File: config.mk
export PLATFORM = sky130hd
export DESIGN_NAME = access_session_ctrl_flat
export DESIGN_NICKNAME = d
export VERILOG_FILES = /design/src/rtl/access_session_ctrl_if.sv /design/src/rtl/access_session_ctrl.sv /design/src/flat_wrapper.sv
export SDC_FILE = /design/constraint.sdc
export NUM_CORES = 1
export LEC_CHECK = 0
export ABC_AREA = 1
export CAP_MARGIN = 30
export CORE_MARGIN = 4
export CORE_UTILIZATION = 68
export DETAILED_ROUTE_END_ITERATION = 12
export DONT_BUFFER_PORTS = 1
export GPL_TIMING_DRIVEN = 0
export PLACE_DENSITY = 0.84
export RECOVER_POWER = 25
export REMOVE_ABC_BUFFERS = 1
export SLEW_MARGIN = 20
export SYNTH_ARGS = -nofsm -noshare
export SYNTH_HDL_FRONTEND = slang
export SYNTH_SLANG_ARGS = --single-unit
File: constraint.sdc
create_clock -name CLK -period 3.3 [get_ports CLK]
set_input_delay 0.825 -clock CLK [delete_from_list [all_inputs] [get_ports CLK]]
set_output_delay 0.825 -clock CLK [all_outputs]
set_load 0.02 [all_outputs]
File: src/rtl/access_session_ctrl_if.sv
// Channel bundle for one access session: decoded auth-level and feature-request lines in,
// session status and grant/deny results out.
interface access_session_ctrl_if;
    logic       ATadm;
    logic       ATtest;
    logic       ATuser;
    logic       ATguest;
    logic [6:0] FT;
    logic       ACTIVE;
    logic [1:0] LVL;
    logic [6:0] GRANT;
    logic       DENY;
    logic       TOUT;
    logic       LOCK;

    modport master (
        output ATadm, ATtest, ATuser, ATguest, FT,
        input  ACTIVE, LVL, GRANT, DENY, TOUT, LOCK
    );

    modport slave (
        input  ATadm, ATtest, ATuser, ATguest, FT,
        output ACTIVE, LVL, GRANT, DENY, TOUT, LOCK
    );
endinterface

File: src/rtl/access_session_ctrl.sv
// Per-channel login session controller: debounced login/logout, level latch, feature permission check
// and idle timeout. Define LOCKOUT_EN to add the consecutive-denial lockout state.
module access_session_ctrl #(
    parameter int DEB_CYC     = 16,
    parameter int TIMEOUT_CYC = 1000,
    parameter int MAX_FAIL    = 3,
    parameter int LOCK_CYC    = 500,
    parameter int CW          = 16
) (
    input  logic                  CLK,
    input  logic                  RSTN,
    access_session_ctrl_if.slave  bus
);
    localparam logic [CW-1:0] DEB_LAST = CW'(DEB_CYC - 1);
    localparam logic [CW-1:0] TO_LOAD  = CW'(TIMEOUT_CYC);

    if (DEB_CYC < 2 || TIMEOUT_CYC < 2 || MAX_FAIL < 1 || LOCK_CYC < 1) begin : g_bad_cfg
        $error("access_session_ctrl: parameter out of range");
    end

`ifdef LOCKOUT_EN
    localparam logic [CW-1:0] FAIL_LAST = CW'(MAX_FAIL - 1);
    localparam logic [CW-1:0] LOCK_LOAD = CW'(LOCK_CYC);
    typedef enum logic [1:0] {LOCKED, SESSION, LOCKOUT} state_t;
`else
    typedef enum logic [1:0] {LOCKED, SESSION} state_t;
`endif

    function automatic logic onehot7(input logic [6:0] v);
        return (v != 7'd0) && ((v & (v - 7'd1)) == 7'd0);
    endfunction

    function automatic logic [1:0] enc_lvl(input logic [3:0] a);
        if (a[3])      return 2'd3;
        else if (a[2]) return 2'd2;
        else if (a[1]) return 2'd1;
        else           return 2'd0;
    endfunction

    function automatic logic permitted(input logic [6:0] ft, input logic [1:0] lvl);
        logic [6:0] mask;
        case (lvl)
            2'd3:    mask = 7'h7F;
            2'd2:    mask = 7'h1F;
            2'd1:    mask = 7'h07;
            default: mask = 7'h01;
        endcase
        return (ft & ~mask) == 7'd0;
    endfunction

    state_t        state;
    logic [3:0]    at_p0, at_p1, at_p2;
    logic [6:0]    ft_p0, ft_p1, ft_p2;
    logic [CW-1:0] deb_cnt, idle_cnt;
    logic [1:0]    lvl_q;
    logic [6:0]    grant_q;
    logic          active_q, deny_q, tout_q;
`ifdef LOCKOUT_EN
    logic [CW-1:0] fail_cnt, lock_cnt;
    logic          lock_q;
`endif

    logic          deb_cond, deb_done, ft_chg, ft_ok, req_grant, req_deny, idle_done;
    logic [CW-1:0] deb_nxt;

    // _p1 is the synchronized value, _p2 its previous-cycle copy for change detection
    always_comb begin
        deb_cond  = (state == SESSION) ? (at_p1 == 4'd0) : onehot7({3'b000, at_p1});
        deb_done  = 1'b0;
        deb_nxt   = '0;
        if (deb_cond) begin
            if (at_p1 != at_p2)          deb_nxt  = CW'(1);
            else if (deb_cnt == DEB_LAST) deb_done = 1'b1;
            else                          deb_nxt  = deb_cnt + 1'b1;
        end
        ft_chg    = (ft_p1 != ft_p2);
        ft_ok     = onehot7(ft_p1);
        req_grant = ft_ok && permitted(ft_p1, lvl_q);
        req_deny  = ft_ok && !permitted(ft_p1, lvl_q) && ft_chg;
        idle_done = !ft_chg && (idle_cnt == CW'(1));
    end

    always_ff @(posedge CLK or negedge RSTN) begin
        if (!RSTN) begin
            state    <= LOCKED;
            at_p0    <= '0;
            at_p1    <= '0;
            at_p2    <= '0;
            ft_p0    <= '0;
            ft_p1    <= '0;
            ft_p2    <= '0;
            deb_cnt  <= '0;
            idle_cnt <= '0;
            lvl_q    <= '0;
            grant_q  <= '0;
            active_q <= 1'b0;
            deny_q   <= 1'b0;
            tout_q   <= 1'b0;
`ifdef LOCKOUT_EN
            fail_cnt <= '0;
            lock_cnt <= '0;
            lock_q   <= 1'b0;
`endif
        end else begin
            at_p0  <= {bus.ATadm, bus.ATtest, bus.ATuser, bus.ATguest};
            at_p1  <= at_p0;
            at_p2  <= at_p1;
            ft_p0  <= bus.FT;
            ft_p1  <= ft_p0;
            ft_p2  <= ft_p1;
            deny_q <= 1'b0;
            tout_q <= 1'b0;
            case (state)
                LOCKED: begin
                    deb_cnt <= deb_nxt;
                    if (deb_done) begin
                        state    <= SESSION;
                        lvl_q    <= enc_lvl(at_p1);
                        active_q <= 1'b1;
                        deb_cnt  <= '0;
                        idle_cnt <= TO_LOAD;
                    end
                end
                SESSION: begin
                    deb_cnt  <= deb_nxt;
                    grant_q  <= req_grant ? ft_p1 : 7'd0;
                    deny_q   <= req_deny;
                    idle_cnt <= ft_chg ? TO_LOAD : idle_cnt - 1'b1;
`ifdef LOCKOUT_EN
                    if (req_grant)     fail_cnt <= '0;
                    else if (req_deny) fail_cnt <= fail_cnt + 1'b1;
`endif
                    // exit priority: logout, then lockout, then idle timeout
                    if (deb_done) begin
                        state    <= LOCKED;
                        active_q <= 1'b0;
                        grant_q  <= '0;
                        deb_cnt  <= '0;
`ifdef LOCKOUT_EN
                        fail_cnt <= '0;
                    end else if (req_deny && fail_cnt == FAIL_LAST) begin
                        state    <= LOCKOUT;
                        active_q <= 1'b0;
                        grant_q  <= '0;
                        lock_q   <= 1'b1;
                        lock_cnt <= LOCK_LOAD;
                        fail_cnt <= '0;
`endif
                    end else if (idle_done) begin
                        state    <= LOCKED;
                        active_q <= 1'b0;
                        grant_q  <= '0;
                        tout_q   <= 1'b1;
                        deb_cnt  <= '0;
`ifdef LOCKOUT_EN
                        fail_cnt <= '0;
`endif
                    end
                end
`ifdef LOCKOUT_EN
                LOCKOUT: begin
                    lock_cnt <= lock_cnt - 1'b1;
                    if (lock_cnt == CW'(1)) begin
                        state   <= LOCKED;
                        lock_q  <= 1'b0;
                        deb_cnt <= '0;
                    end
                end
`endif
                default: state <= LOCKED;
            endcase
        end
    end

    assign bus.ACTIVE = active_q;
    assign bus.LVL    = lvl_q;
    assign bus.GRANT  = grant_q;
    assign bus.DENY   = deny_q;
    assign bus.TOUT   = tout_q;
`ifdef LOCKOUT_EN
    assign bus.LOCK   = lock_q;
`else
    assign bus.LOCK   = 1'b0;
`endif
endmodule

File: src/flat_wrapper.sv
// flat-port wrapper written by rule: the top's interface ports become plain ports
module access_session_ctrl_flat 
#(
    parameter int DEB_CYC     = 16,
    parameter int TIMEOUT_CYC = 1000,
    parameter int MAX_FAIL    = 3,
    parameter int LOCK_CYC    = 500,
    parameter int CW          = 16
)
  (CLK, RSTN, bus_ATadm, bus_ATtest, bus_ATuser, bus_ATguest, bus_FT, bus_ACTIVE, bus_LVL, bus_GRANT, bus_DENY, bus_TOUT, bus_LOCK);
  access_session_ctrl_if bus_i ();
  input  logic CLK;
  input  logic RSTN;
  input wire logic [$bits(bus_i.ATadm)-1:0] bus_ATadm;
  input wire logic [$bits(bus_i.ATtest)-1:0] bus_ATtest;
  input wire logic [$bits(bus_i.ATuser)-1:0] bus_ATuser;
  input wire logic [$bits(bus_i.ATguest)-1:0] bus_ATguest;
  input wire logic [$bits(bus_i.FT)-1:0] bus_FT;
  output wire logic [$bits(bus_i.ACTIVE)-1:0] bus_ACTIVE;
  output wire logic [$bits(bus_i.LVL)-1:0] bus_LVL;
  output wire logic [$bits(bus_i.GRANT)-1:0] bus_GRANT;
  output wire logic [$bits(bus_i.DENY)-1:0] bus_DENY;
  output wire logic [$bits(bus_i.TOUT)-1:0] bus_TOUT;
  output wire logic [$bits(bus_i.LOCK)-1:0] bus_LOCK;
  assign bus_i.ATadm = bus_ATadm;
  assign bus_i.ATtest = bus_ATtest;
  assign bus_i.ATuser = bus_ATuser;
  assign bus_i.ATguest = bus_ATguest;
  assign bus_i.FT = bus_FT;
  assign bus_ACTIVE = bus_i.ACTIVE;
  assign bus_LVL = bus_i.LVL;
  assign bus_GRANT = bus_i.GRANT;
  assign bus_DENY = bus_i.DENY;
  assign bus_TOUT = bus_i.TOUT;
  assign bus_LOCK = bus_i.LOCK;
  access_session_ctrl #(.DEB_CYC(DEB_CYC), .TIMEOUT_CYC(TIMEOUT_CYC), .MAX_FAIL(MAX_FAIL), .LOCK_CYC(LOCK_CYC), .CW(CW)) u_core (.CLK(CLK), .RSTN(RSTN), .bus(bus_i));
endmodule
# After elaboration in Yosys (flattened, before gate mapping)
# Cells that the tools add are included.
dict set report word_totals {
  in_bits 13
  reg_bits 79
  word_cells 85
  out_inout_bits 13
}
dict set report op_classes {
  eq_ne 10
  muxes 33
  bitwise 4
  reduce_logical 20
  n_addsub 4
}
# op count
set ops {}
lappend ops {{two-way mux 16 bit} 8}
lappend ops {{one-hot mux 16 bit (2 select lines)} 2}
lappend ops {{logical NOT 7 bit} 3}
lappend ops {{two-way mux 7 bit} 3}
lappend ops {{one-hot mux 7 bit (3 select lines)} 1}
lappend ops {{adder 16 x 1 -> 16 bit (second input constant)} 1}
lappend ops {{equality test 16 x 1 -> 1 bit (second input constant)} 1}
lappend ops {{equality test 16 x 4 -> 1 bit (second input constant)} 1}
lappend ops {{subtractor 16 x 1 -> 16 bit (second input constant)} 1}
lappend ops {{AND 7 bit} 2}
lappend ops {{two-way mux 1 bit} 12}
lappend ops {{two-way mux 2 bit} 5}
lappend ops {{AND 4 x 7 -> 7 bit} 1}
lappend ops {{inequality test 7 bit} 1}
lappend ops {{inverter 7 bit} 1}
lappend ops {{nonzero test 7 bit} 1}
lappend ops {{subtractor 7 x 1 -> 7 bit (second input constant)} 1}
lappend ops {{logical AND 1 bit} 6}
lappend ops {{AND reduction 2 bit} 3}
lappend ops {{subtractor 4 x 1 -> 5 bit (second input constant)} 1}
lappend ops {{equality test 2 x 1 -> 1 bit (second input constant)} 2}
lappend ops {{equality test 2 bit (second input constant)} 2}
lappend ops {{logical NOT 4 bit} 1}
lappend ops {{inequality test 4 bit} 1}
lappend ops {{9 further kinds} 10}

# Depth between registers and ports, before layout
# Gate-level depths: netlist (run 1).
dict set report logic_depth {
  word_depth 9
  ltp_mapped 11
  mapped_depth_nobuf 11
}

# Worst setup path before layout (run 1)
# Ideal clock, no wire load.
dict set report synth_timing {
  path_type {register -> register}
  from {register u_core.deb_cnt[0]}
  to {register u_core.idle_cnt[13]}
  arrival_time_ns 1.397
  t_required_ns 3.173
  stages_incl_launch_ff 10
  setup_slack_ns 1.776
  setup_ns 0.127
  n_path_buf 1
  period_less_slack_ns 1.524
  cell_sequence {dfrtp_1 ha_1 nand3_2 clkinv_1 nand3_2 nor2_8 nand3_4 nand2_4 buf_6 o21ai_0}
}
dict set report synth_between {
  elab_chain_len 6
}
# item line
set synth_lines {}
lappend synth_lines {{start, declared} access_session_ctrl.sv:54} ;# logic [CW-1:0] deb_cnt, idle_cnt;
lappend synth_lines {{start signal, assigned} access_session_ctrl.sv:115} ;# deb_cnt <= deb_nxt;
lappend synth_lines {{start signal, assigned} access_session_ctrl.sv:125} ;# deb_cnt <= deb_nxt;
lappend synth_lines {{equality test 16 x 4 -> 1 bit} access_session_ctrl.sv:73} ;# else if (deb_cnt == DEB_LAST) deb_done = 1'b1;
lappend synth_lines {{two-way mux 1 bit} access_session_ctrl.sv:73}
lappend synth_lines {{two-way mux 1 bit} access_session_ctrl.sv:72} ;# if (at_p1 != at_p2) deb_nxt = CW'(1);
lappend synth_lines {{two-way mux 1 bit} access_session_ctrl.sv:71} ;# if (deb_cond) begin
lappend synth_lines {{inequality test 2 x 1 -> 1 bit (no source line)} n/a}
lappend synth_lines {{AND reduction 2 bit (no source line)} n/a}
lappend synth_lines {{end signal, assigned} access_session_ctrl.sv:128} ;# idle_cnt <= ft_chg ? TO_LOAD : idle_cnt - 1'b1;
lappend synth_lines {{end, declared} access_session_ctrl.sv:54}
# Every way passes these cells.
# A chain may end at the register's enable or synchronous reset.

# Final worst setup path (run 1)
dict set report layout_timing {
  from {register u_core.state[0]}
  to {register u_core.idle_cnt[11]}
}
dict set report layout_between {
  elab_chain_len 5
  elab_cells_between_ends 8
  cone_classes {2 x eq/ne; 3 x mux; 3 x reduce/logical}
}
# item line
set layout_lines {}
lappend layout_lines {{start, declared} access_session_ctrl.sv:51} ;# state_t state;
lappend layout_lines {{start signal, assigned} access_session_ctrl.sv:85} ;# state <= LOCKED;
lappend layout_lines {{start signal, assigned} access_session_ctrl.sv:117} ;# state <= SESSION;
lappend layout_lines {{start signal, assigned} access_session_ctrl.sv:135} ;# state <= LOCKED;
lappend layout_lines {{equality test 2 x 1 -> 1 bit} {access_session_ctrl.sv:68, access_session_ctrl.sv:113}}
lappend layout_lines {{two-way mux 1 bit} access_session_ctrl.sv:68} ;# deb_cond = (state == SESSION) ? (at_p1 == 4'd0) : onehot7({3'b000, at_p1});
lappend layout_lines {{two-way mux 1 bit} access_session_ctrl.sv:71}
lappend layout_lines {{inequality test 2 x 1 -> 1 bit (no source line)} n/a}
lappend layout_lines {{AND reduction 2 bit (no source line)} n/a}
# Several ways; a longest one is shown, not always the timed one.

==> metrics, run 1 <==
status=finished clean; initial antenna violation count=0; Worst-Margin Slew=roughly 0.7 ns; clock power share=41.7%; Area growth syn-to-layout=6.51%; DRT antenna net count=0; Root Buffer=clkbuf_8; R2R setup slack=about 0.9 ns; first-pass GRT wire length=approximately 12 mm; Max Cap Viol=0; maximum root-to-sink buffer count=2; die extent in x=81.5 um; RSZ-0062 raised after global routing=false; Sink Count=77; synthesized cell area=0.00367 mm2; CP max stage delay=around 0.80 ns; setup ws final=0.878 ns; Max Freq=between 400 and 500 MHz; vias in the first global route=2763; Combinational Power Share=3.0%; Cell variety after synth=36; Worst Skew=around 0.0086 ns; CTS tree=yes; GR Overflow Total=0; Worst Hold Class=in -> async; CTS resizes=0; hold_buf cts=0; RR Endpoint=u_core.idle_cnt[11]; Slew Limit Fails=0; 1st-pass router iterations=4; crit start category=flop; dpl ws=between 0.9 and 1 ns; Initial Util=between 70% and 80%; via count=roughly 2700; PortBufs=0; Avg Synthesized Cell Area=about 9 um2; most frequent cell after synthesis=nand2_1; HPWL after DPL=4.57 mm; slew margin rel.=between 50% and 60%; yosys warns=0; count of state elements after synthesis=77; total power=~1800 uW; Slowest cell on crit path=dfrtp_1; share of layout cells above drive strength 1=a little under an eighth; multi-input logic area=0.00154 mm2; H-tree levels=3; FF-to-FF Start=u_core.state[0]; Reg clk slew, reported paths=0.08 ns; Worst setup EP type=flop; Hold Vio Cnt, Final=0; Power Density=between 400 and 500 mW/mm2; NetSw=roughly 400 uW; number of synthesized flops with an enable pin=0; sw frac=a little under a quarter; Post-synth top cells=nand2_1 (93), dfrtp_1 (77), nor2_1 (43); largest net degree at the start of global routing=78; fin crit period=about 2.4 ns; DRC=0; Crit path arrival time=roughly 2.7 ns; all-layer global routing usage=roughly a quarter; Iteration-0 DRC Markers=174; I/O pin count=26; internal power=roughly 1400 uW; R2R cell count=4; most used flip-flop cell after synthesis=dfrtp_1; DIE AREA=roughly 0.0066 mm2; final net count=428; Seq pwr share=between 50% and 60%; Critical Path Fanout Max=19; Synth async-reset ratio=100%; WL per Instance=approximately 14 um; crit path kind=reg -> reg; Placeable Area=between 0.005 and 0.006 mm2; area leader, netlist=dfrtp_1; Final Cycle Share=~73%; peak supply drop=403 uV; Cell Chain, Critical Path=clkinv_1, nor2_1, nand3_1, o21ai_0; Yosys top cell area share=52.5%; placer congestion estimate=0.885; post-CTS setup buffer count=0; setup TNS=0 ns; Leak Pwr=about 0.0018 uW; Rows=26; die height=81.5 um; TritonCTS Buffers=9; n_diodes=0; Synth area leaders=dfrtp_1 (52%), nand2_1 (9.5%), nand3_1 (5.3%), nor2_1 (4.4%), xor2_1 (4.1%); sequential share of the synthesized area=between 50% and 60%; final WL=roughly 6.9 mm; Synth Instances=409; FF+latch area=around 0.0019 mm2; DR vias/cell=between 5 and 6; Critical Path RT=3.57 ns; Clock Latency Late Sink=approximately 0.35 ns; endpoints failing setup=0; filler cell count=approximately 360
[worst max-delay path: cells and delay by family, from the launching register on]
kind,cells,cell delay [ns]
simple gates,2,0.69
buf+inv,1,0.75
compound gates,1,0.11
flops,1,0.80
[per-layer routing]
layer  up-vias  global-route usage (%)  share of wire [%]
met4         0                    11.0                2.0
met5         -                       0                  0
met2        76                    40.0                 49
met1      1310                    31.1                 44
met3        12                    4.93                4.9
li1       1301                       -                  -
[power groups by stage]
stage | Clock (uW) | Sequential (uW) | Combinational [uW]
after floorplan | 0 | 998 | 45.4
after global placement | 0 | 1000 | 49.6
after detailed placement | 0 | 1000 | 52.7
after CTS | 749 | 984 | 53.3
after global routing | 795 | 988 | 60.2
final | 743 | 984 | 53.3
[kinds of logic after synthesis]
family	Yosys count	share of synthesized area, %
adders and majority gates	3	1.02
buffers and inverters	48	5.69
other	1	0.102
AOI/OAI and AO/OA	28	4.46
and+or+nand+nor	223	29.4
DFF	77	52.5
xor gates and xnor gates	29	6.91
[registers in the layout, summed over array words and instances, names as in the netlist]
| signal | flops |
|---|---|
| u_core.at_p0 | 4 |
| u_core.at_p1 | 4 |
| u_core.at_p2 | 4 |
| u_core.bus.DENY | 1 |
| u_core.bus.GRANT | 7 |
| u_core.bus.LVL | 2 |
| u_core.bus.TOUT | 1 |
| u_core.deb_cnt | 16 |
| u_core.ft_p0 | 7 |
| u_core.ft_p1 | 7 |
| u_core.ft_p2 | 7 |
| u_core.idle_cnt | 16 |
| u_core.state | 1 |
[final cells by class]
class	count	share of cell area (%)
multi-input cells	284	39.3
well taps	70	2.24
clock buffers	11	3.87
inverters	40	3.84
clock inverters	5	1.50
flip-flops and latches	77	49.2
[worst max path at each step]
stage	slack, ns	from	cells after the start	endpoint
floorplan	1.46	u_core.state[0]	6	u_core.bus.GRANT[0]
global placement	0.99	u_core.state[0]	6	u_core.bus.GRANT[3]
detailed placement	0.94	u_core.state[0]	6	u_core.bus.GRANT[6]
CTS	0.92	u_core.state[0]	6	u_core.bus.GRANT[6]
global route	0.65	u_core.state[0]	4	u_core.idle_cnt[11]
finish	0.88	u_core.state[0]	4	u_core.idle_cnt[11]
[placed cells by master, fill, tap and decap left out, drive strengths merged, types with 2 or more instances in the layout]
| cell type | synthesis | routed |
|---|---|---|
| a21boi | 2 | 2 |
| a21oi | 4 | 4 |
| nor2 | 64 | 64 |
| ha | 3 | 3 |
| nand3 | 43 | 43 |
| nand4 | 7 | 7 |
| nand2 | 100 | 100 |
| o22ai | 2 | 2 |
| xnor2 | 12 | 12 |
| dfrtp | 77 | 77 |
| nor3 | 6 | 6 |
| clkbuf | 2 | 11 |
| o21bai | 2 | 2 |
| clkinv | 2 | 4 |
| o21ai | 15 | 15 |
| clkinvlp | 0 | 2 |
| inv | 38 | 38 |
| xor2 | 17 | 17 |
[stage by stage]
step / utilization [%] / hold slack (ns) / instance area, um2 / cells
global placement: 71.6 / 0.334 / 3700 / 471
finish: 75.6 / 0.157 / 3910 / 487
global route: 75.6 / 0.143 / 3910 / 487
detailed placement: 71.6 / 0.337 / 3700 / 471
CTS: 75.6 / 0.153 / 3910 / 487
floorplan: - / 0.331 / 3610 / 401
(Power assumes the default switching activity.)
==> run 2, diff against run 1 <==
- ABC_AREA: 1 -> 0
- CORE_UTILIZATION: 68 -> 62
- PLACE_DENSITY: 0.84 -> 0.78
- clock period: 3.3 -> 2.3 ns (I/O delays scaled with it)
==> run 2 against run 1 <==
Effect of this change: the run now ends with hold timing left; clock power grew 41%; flip-flop and latch count is the same; sequential power grew 44%; hold slack lost 0.25 ns; die area grew 0.31%; synthesized cell count shrank 27%; clock skew grew 0.0018 ns; final cell count shrank 22%; global-route usage shrank 2.4 points; critical endpoint is now u_core.bus.GRANT[4]; largest cell class unchanged.
==> metrics, run 2 <==
Post-synth top cells=dfrtp_1 (77), nor2_1 (36), xor2_1 (16); initial antenna violation count=0; Cell Chain, Critical Path=or4_1, or3_1, nand4_1, nor4b_4, buf_4, a22o_1; most frequent cell after synthesis=dfrtp_1; internal power=roughly 1900 uW; die height=between 80 and 90 um; Initial Util=about two thirds; HPWL after DPL=between 3 and 4 mm; FF+latch area=between 0.0015 and 0.002 mm2; Final Cycle Share=a little over nine tenths; final WL=approximately 6.3 mm; clock power share=roughly two fifths; crit start category=flop; maximum root-to-sink buffer count=2; n_diodes=0; Synth Instances=around 300; DRT antenna net count=0; 1st-pass router iterations=4; Slowest cell on crit path=or4_1; commonest cells after routing, fill and taps aside=dfrtp_1 (77), nor2_1 (36), xor2_1 (16); PortBufs=0; CTS tree=yes; Root Buffer=clkbuf_8; peak supply drop=620 uV; dpl cell area=0.00339 mm2; WL per Instance=roughly 16 um; Critical Path Fanout Max=7; Worst Hold Class=in -> async; Crit path arrival time=about 2.4 ns; largest net degree at the start of global routing=78; slew margin rel.=43.2%; CP max stage delay=0.58 ns; Slew Limit Fails=0; DRC=0; count of state elements after synthesis=77; Cell variety after synth=52; Seq pwr share=between 50% and 60%; filler cell count=approximately 330; Sink Count=77; Top Registers=u_core.deb_cnt: 16 flops, u_core.idle_cnt: 16 flops; multi-input logic area=approximately 0.0014 mm2; status=finished, violations left; Worst Skew=0.0103 ns; Hold Vio Cnt, Final=slightly below 80; Critical Path RT=between 2 and 3 ns; I/O pin count=26; Rows=26; GR Overflow Total=0; Yosys top cell area share=57.3%; Avg Synthesized Cell Area=11.3 um2; Area growth syn-to-layout=10.2%; total power=between 2000 and 3000 uW; NetSw=about 580 uW; synthesized cell area=between 0.003 and 0.004 mm2; crit path kind=reg -> reg; DR vias/cell=around 6.0; Synth area leaders=dfrtp_1 (57%), xor2_1 (4.2%), nor2_1 (4.0%), xnor2_1 (3.4%), nor4_1 (1.9%); Placeable Area=a little over 0.005 mm2; Synth async-reset ratio=100%; Leak Pwr=between 0.0015 and 0.002 uW; Max Cap Viol=0; sequential share of the synthesized area=57.3%; worst hold slack=-0.0930 ns; Worst-Margin Slew=around 0.84 ns; Reg clk slew, reported paths=around 0.080 ns; failing checks=hold timing; Max Freq=464 MHz; endpoints failing setup=0; Final Cell Area=0.00370 mm2; all-layer global routing usage=around 22%; DIE AREA=between 0.006 and 0.007 mm2; area leader, netlist=dfrtp_1; final net count=about 320; first-pass GRT wire length=11.0 mm; TritonCTS Buffers=9; Combinational Power Share=2.5%; fin crit period=~2.2 ns; Iteration-0 DRC Markers=about 180; placer congestion estimate=between 0.8 and 0.9; H-tree levels=3; Clock Latency Late Sink=~0.35 ns; number of synthesized flops with an enable pin=0; Worst setup EP type=flop; most used flip-flop cell after synthesis=dfrtp_1; Power Density=682 mW/mm2; vias in the first global route=about 2300; yosys warns=0; most common cell after layout, fill and taps aside=dfrtp_1; via count=~2300; share of layout cells above drive strength 1=between 10% and 20%; RSZ-0062 raised after global routing=false; sw frac=between 20 and 25%; die extent in x=around 82 um
run 2: kinds of logic (layout without fill, tap and decap cells):
logic type | Yosys count | after routing | synth area share, %
AO/OA/AOI/OAI | 49 | 49 | 10.4
buffers and inverters | 22 | 34 | 3.24
AND/OR/NAND/NOR | 115 | 115 | 19.7
XOR/XNOR | 29 | 29 | 7.56
multiplexers | 1 | 1 | 0.298
other | 1 | 1 | 0.112
flip-flops | 77 | 77 | 57.3
adder cells (fa/ha/maj) | 4 | 4 | 1.41
run 2: power by group through the flow:
stage	Combinational (uW)	Clock, uW	Sequential, uW
floorplan	44.3	0	1430
global placement	49.2	0	1440
detailed placement	53.5	0	1440
CTS	57.0	1070	1410
global route	69.4	1130	1420
finish	63.0	1050	1420
run 2: final cells by class:
class | instances | share of cell area (%)
Timing Repair Buffer | 7 | 1.76
Sequential cell | 77 | 52.0
Clock inverter | 6 | 1.89
Tap cell | 70 | 2.36
Clock buffer | 10 | 3.72
Inverter | 11 | 1.11
Multi-Input combinational cell | 199 | 37.1
run 2: worst paths after layout:
kind                                       end  cells past startpoint  slack (ns)             from
max                        u_core.bus.GRANT[4]                      6        0.15  u_core.ft_p1[4]
min                        u_core.bus.GRANT[1]                      0       -0.09             RSTN
max reg2reg                u_core.bus.GRANT[4]                      6        0.15  u_core.ft_p1[4]
min reg2reg                    u_core.ft_p1[4]                      0        0.35  u_core.ft_p0[4]
max in group asynchronous   u_core.deb_cnt[12]                      0        2.29             RSTN
min in group CLK               u_core.ft_p0[0]                      0        0.24        bus_FT[0]
run 2: layer usage:
layer  share of wire (%)  global-route usage (%)
met3                 4.1                    4.28
met1                  46                    27.9
met4                 2.2                    12.0
met5                   0                       0
met2                  48                    35.4
run 2: through the flow:
step / setup WS, ns / util (%) / setup TNS (ns) / instances / hold WS [ns]
6_report: 0.145 / 71.6 / 0 / 380 / -0.0930
5_1_grt: 0.00463 / 71.6 / 0 / 380 / -0.116
2_1_floorplan: 0.214 / - / 0 / 287 / 0.279
3_3_place_gp: -0.251 / 65.4 / -6.04 / 357 / 0.281
4_1_cts: 0.0629 / 70.9 / 0 / 378 / -0.104
3_5_place_dp: -0.247 / 65.5 / -3.48 / 357 / 0.281
run 2: critical path: cells and delay by family, from the launching register on:
family	cells	cell delay, ns
compound gates	1	0.18
flops	1	0.50
buf+inv	1	0.19
simple gates	4	1.18
run 2: repair_timing:
| item | 4_1_cts | 5_1_grt |
|---|---|---|
| setup buffers | 5 | 2 |
| endpoints found under the setup margin | 16 | 29 |
| pin swaps | 2 | 3 |
| endpoints found under the hold margin | 77 | 77 |
| resized for setup | 3 | 4 |
==> run 3, diff against run 2 <==
--- a/config.mk
+++ b/config.mk
@@ -14,3 +14,3 @@
 export GPL_TIMING_DRIVEN = 0
-export PLACE_DENSITY = 0.78
+export PLACE_DENSITY_LB_ADDON = 0.08
 export RECOVER_POWER = 25
==> constraint.sdc (replaced) <==
create_clock -name CLK -period 2.3 [get_ports CLK]
set_input_delay 0.46 -clock CLK [delete_from_list [all_inputs] [get_ports CLK]]
set_output_delay 0.46 -clock CLK [all_outputs]
set_load 0.02 [all_outputs]
==> run 3 against run 2 <==
Effect of this change: the flow now finishes without violations; clock power about the same; combinational power up 40%; flip-flop and latch count unchanged; non-clock buffer count up 1; via count up 1.4%; critical path type unchanged; largest power group unchanged.
==> metrics, run 3 (synthesis gave the netlist of run 2 again) <==
status=finished clean; internal power=a little under 2000 uW; CTS tree=yes; final net count=322; Hold Startpoint=bus_FT[0]; Worst path most repeated cell=buf_4; H-tree levels=3; Leak Pwr=about 0.0016 uW; die extent in x=between 80 and 90 um; Worst Skew=0.0116 ns; Hold Path Stages=0; Power Density=about 680 mW/mm2; first-pass GRT wire length=about 11 mm; sw frac=a little under a quarter; GR Overflow Total=0; crit start category=flop; worst setup path start=u_core.at_p1[2]; DIE AREA=0.00666 mm2; WL per Instance=17.1 um; I/O pin count=26; Critical Path Fanout Max=10; vias in the first global route=between 2000 and 2500; peak supply drop=approximately 570 uV; Crit path arrival time=about 2.5 ns; Final Cycle Share=around 95%; Max Cap Viol=0; Combinational Power Share=3.5%; Worst setup EP type=flop; filler cell count=approximately 370; setup TNS=0 ns; DRT antenna net count=0; Top Registers=u_core.deb_cnt: 16 flops, u_core.idle_cnt: 16 flops; clock power share=about two fifths; endpoints failing setup=0; Worst Setup EP=u_core.idle_cnt[2]; crit path kind=reg -> reg; initial antenna violation count=0; maximum root-to-sink buffer count=2; R2R setup slack=roughly 0.11 ns; Worst-Margin Slew=between 1 and 1.5 ns; Placeable Area=between 0.005 and 0.006 mm2; share of layout cells above drive strength 1=about 13%; all-layer global routing usage=approximately 22%; n_diodes=0; 1st-pass router iterations=4; DRC=0; final WL=about 6.5 mm; Reg clk slew, reported paths=roughly 0.080 ns; Iteration-0 DRC Markers=about 130; Worst Hold Class=in -> reg; Max Freq=~460 MHz; most common cell after layout, fill and taps aside=dfrtp_1; via count=roughly 2300; Clock Latency Late Sink=0.35 ns; delay-heaviest family, CP=compound AO/OA/AOI/OAI gates; Hold Vio Cnt, Final=0; largest net degree at the start of global routing=between 70 and 80; Area growth syn-to-layout=10.9%; Initial Util=65.0%; DR vias/cell=between 6 and 7; R2R cell count=7; CP max stage delay=~0.52 ns; Root Buffer=clkbuf_8; Rows=26; HPWL after DPL=4.02 mm; total power=2550 uW; NetSw=approximately 600 uW; FF-to-FF Start=u_core.at_p1[2]; TritonCTS Buffers=9; die height=roughly 82 um; dpl ws=-0.276 ns; placer congestion estimate=between 0.8 and 0.9; critical path depth=7; Final Util=72.0%; worst hold slack=about 0.12 ns; Buf/Inv on CP=2; Critical Path RT=approximately 2.6 ns; Slew Limit Fails=0; setup ws final=0.111 ns; RR Endpoint=u_core.idle_cnt[2]; PortBufs=0; Slowest cell on crit path=dfrtp_1; fin crit period=around 2.2 ns; Seq pwr share=55.5%; Sink Count=77; Cell Chain, Critical Path=xor2_1, a221oi_2, nor4_4, buf_4, buf_4, or4_1, o211ai_1; commonest cells after routing, fill and taps aside=dfrtp_1 (77), nor2_1 (36), xor2_1 (16); slew margin rel.=between 30 and 40%
run 3: changes by cell type in the layout (fill, tap and decap cells not counted):
cell           previous run  this run
buf_4                     6         4
buf_12                    1         2
clkbuf_4                  0         1
clkinv_4                  3         2
dlygate4sd3_1             0         1
inv_6                     1         2
run 3: worst min path at each step:
stage | slack (ns) | endpoint
finish | 0.12 | u_core.ft_p0[0]
global placement | 0.17 | u_core.bus.GRANT[2]
floorplan | 0.16 | u_core.at_p0[0]
CTS | 0.11 | u_core.ft_p0[0]
global route | 0.09 | u_core.ft_p0[0]
detailed placement | 0.17 | u_core.bus.GRANT[2]
run 3: layout make-up:
class | count | area (um2) | share of cell area (%)
Sequential cell | 77 | 1930 | 51.7
Inverter | 11 | 41.3 | 1.11
Clock buffer | 10 | 138 | 3.69
Clock inverter | 6 | 70.1 | 1.88
Multi-Input combinational cell | 199 | 1380 | 36.9
Timing Repair Buffer | 8 | 87.6 | 2.35
Tap cell | 70 | 87.6 | 2.35
run 3: stage by stage:
stage                     area, um2  cells
after floorplan                3290    287
after global placement         3380    357
after detailed placement       3390    357
after CTS                      3700    378
after global routing           3730    381
final                          3730    381
run 3: layer usage:
metal | wire (um) | global-route usage (%)
met5 | 0 | 0
met4 | 66 | 8.97
met3 | 255 | 7.02
met2 | 3220 | 34.4
met1 | 2960 | 27.5
run 3: repair_timing:
action / in CTS / in global routing
setup buffers: 3 / 3
resized for setup: 3 / 4
hold buffers: 2 / 0
hold endpoints to repair: 77 / 0
setup endpoints to repair: 19 / 30
pin swaps: 2 / 1
run 3: power by group through the flow:
| stage | Sequential, uW | Clock [uW] | Combinational, uW |
|---|---|---|---|
| after floorplan | 1430 | 0 | 44.3 |
| after global placement | 1440 | 0 | 48.7 |
| after detailed placement | 1440 | 0 | 52.2 |
| after CTS | 1410 | 1070 | 90.0 |
| after global routing | 1420 | 1130 | 101 |
| final | 1410 | 1050 | 88.4 |
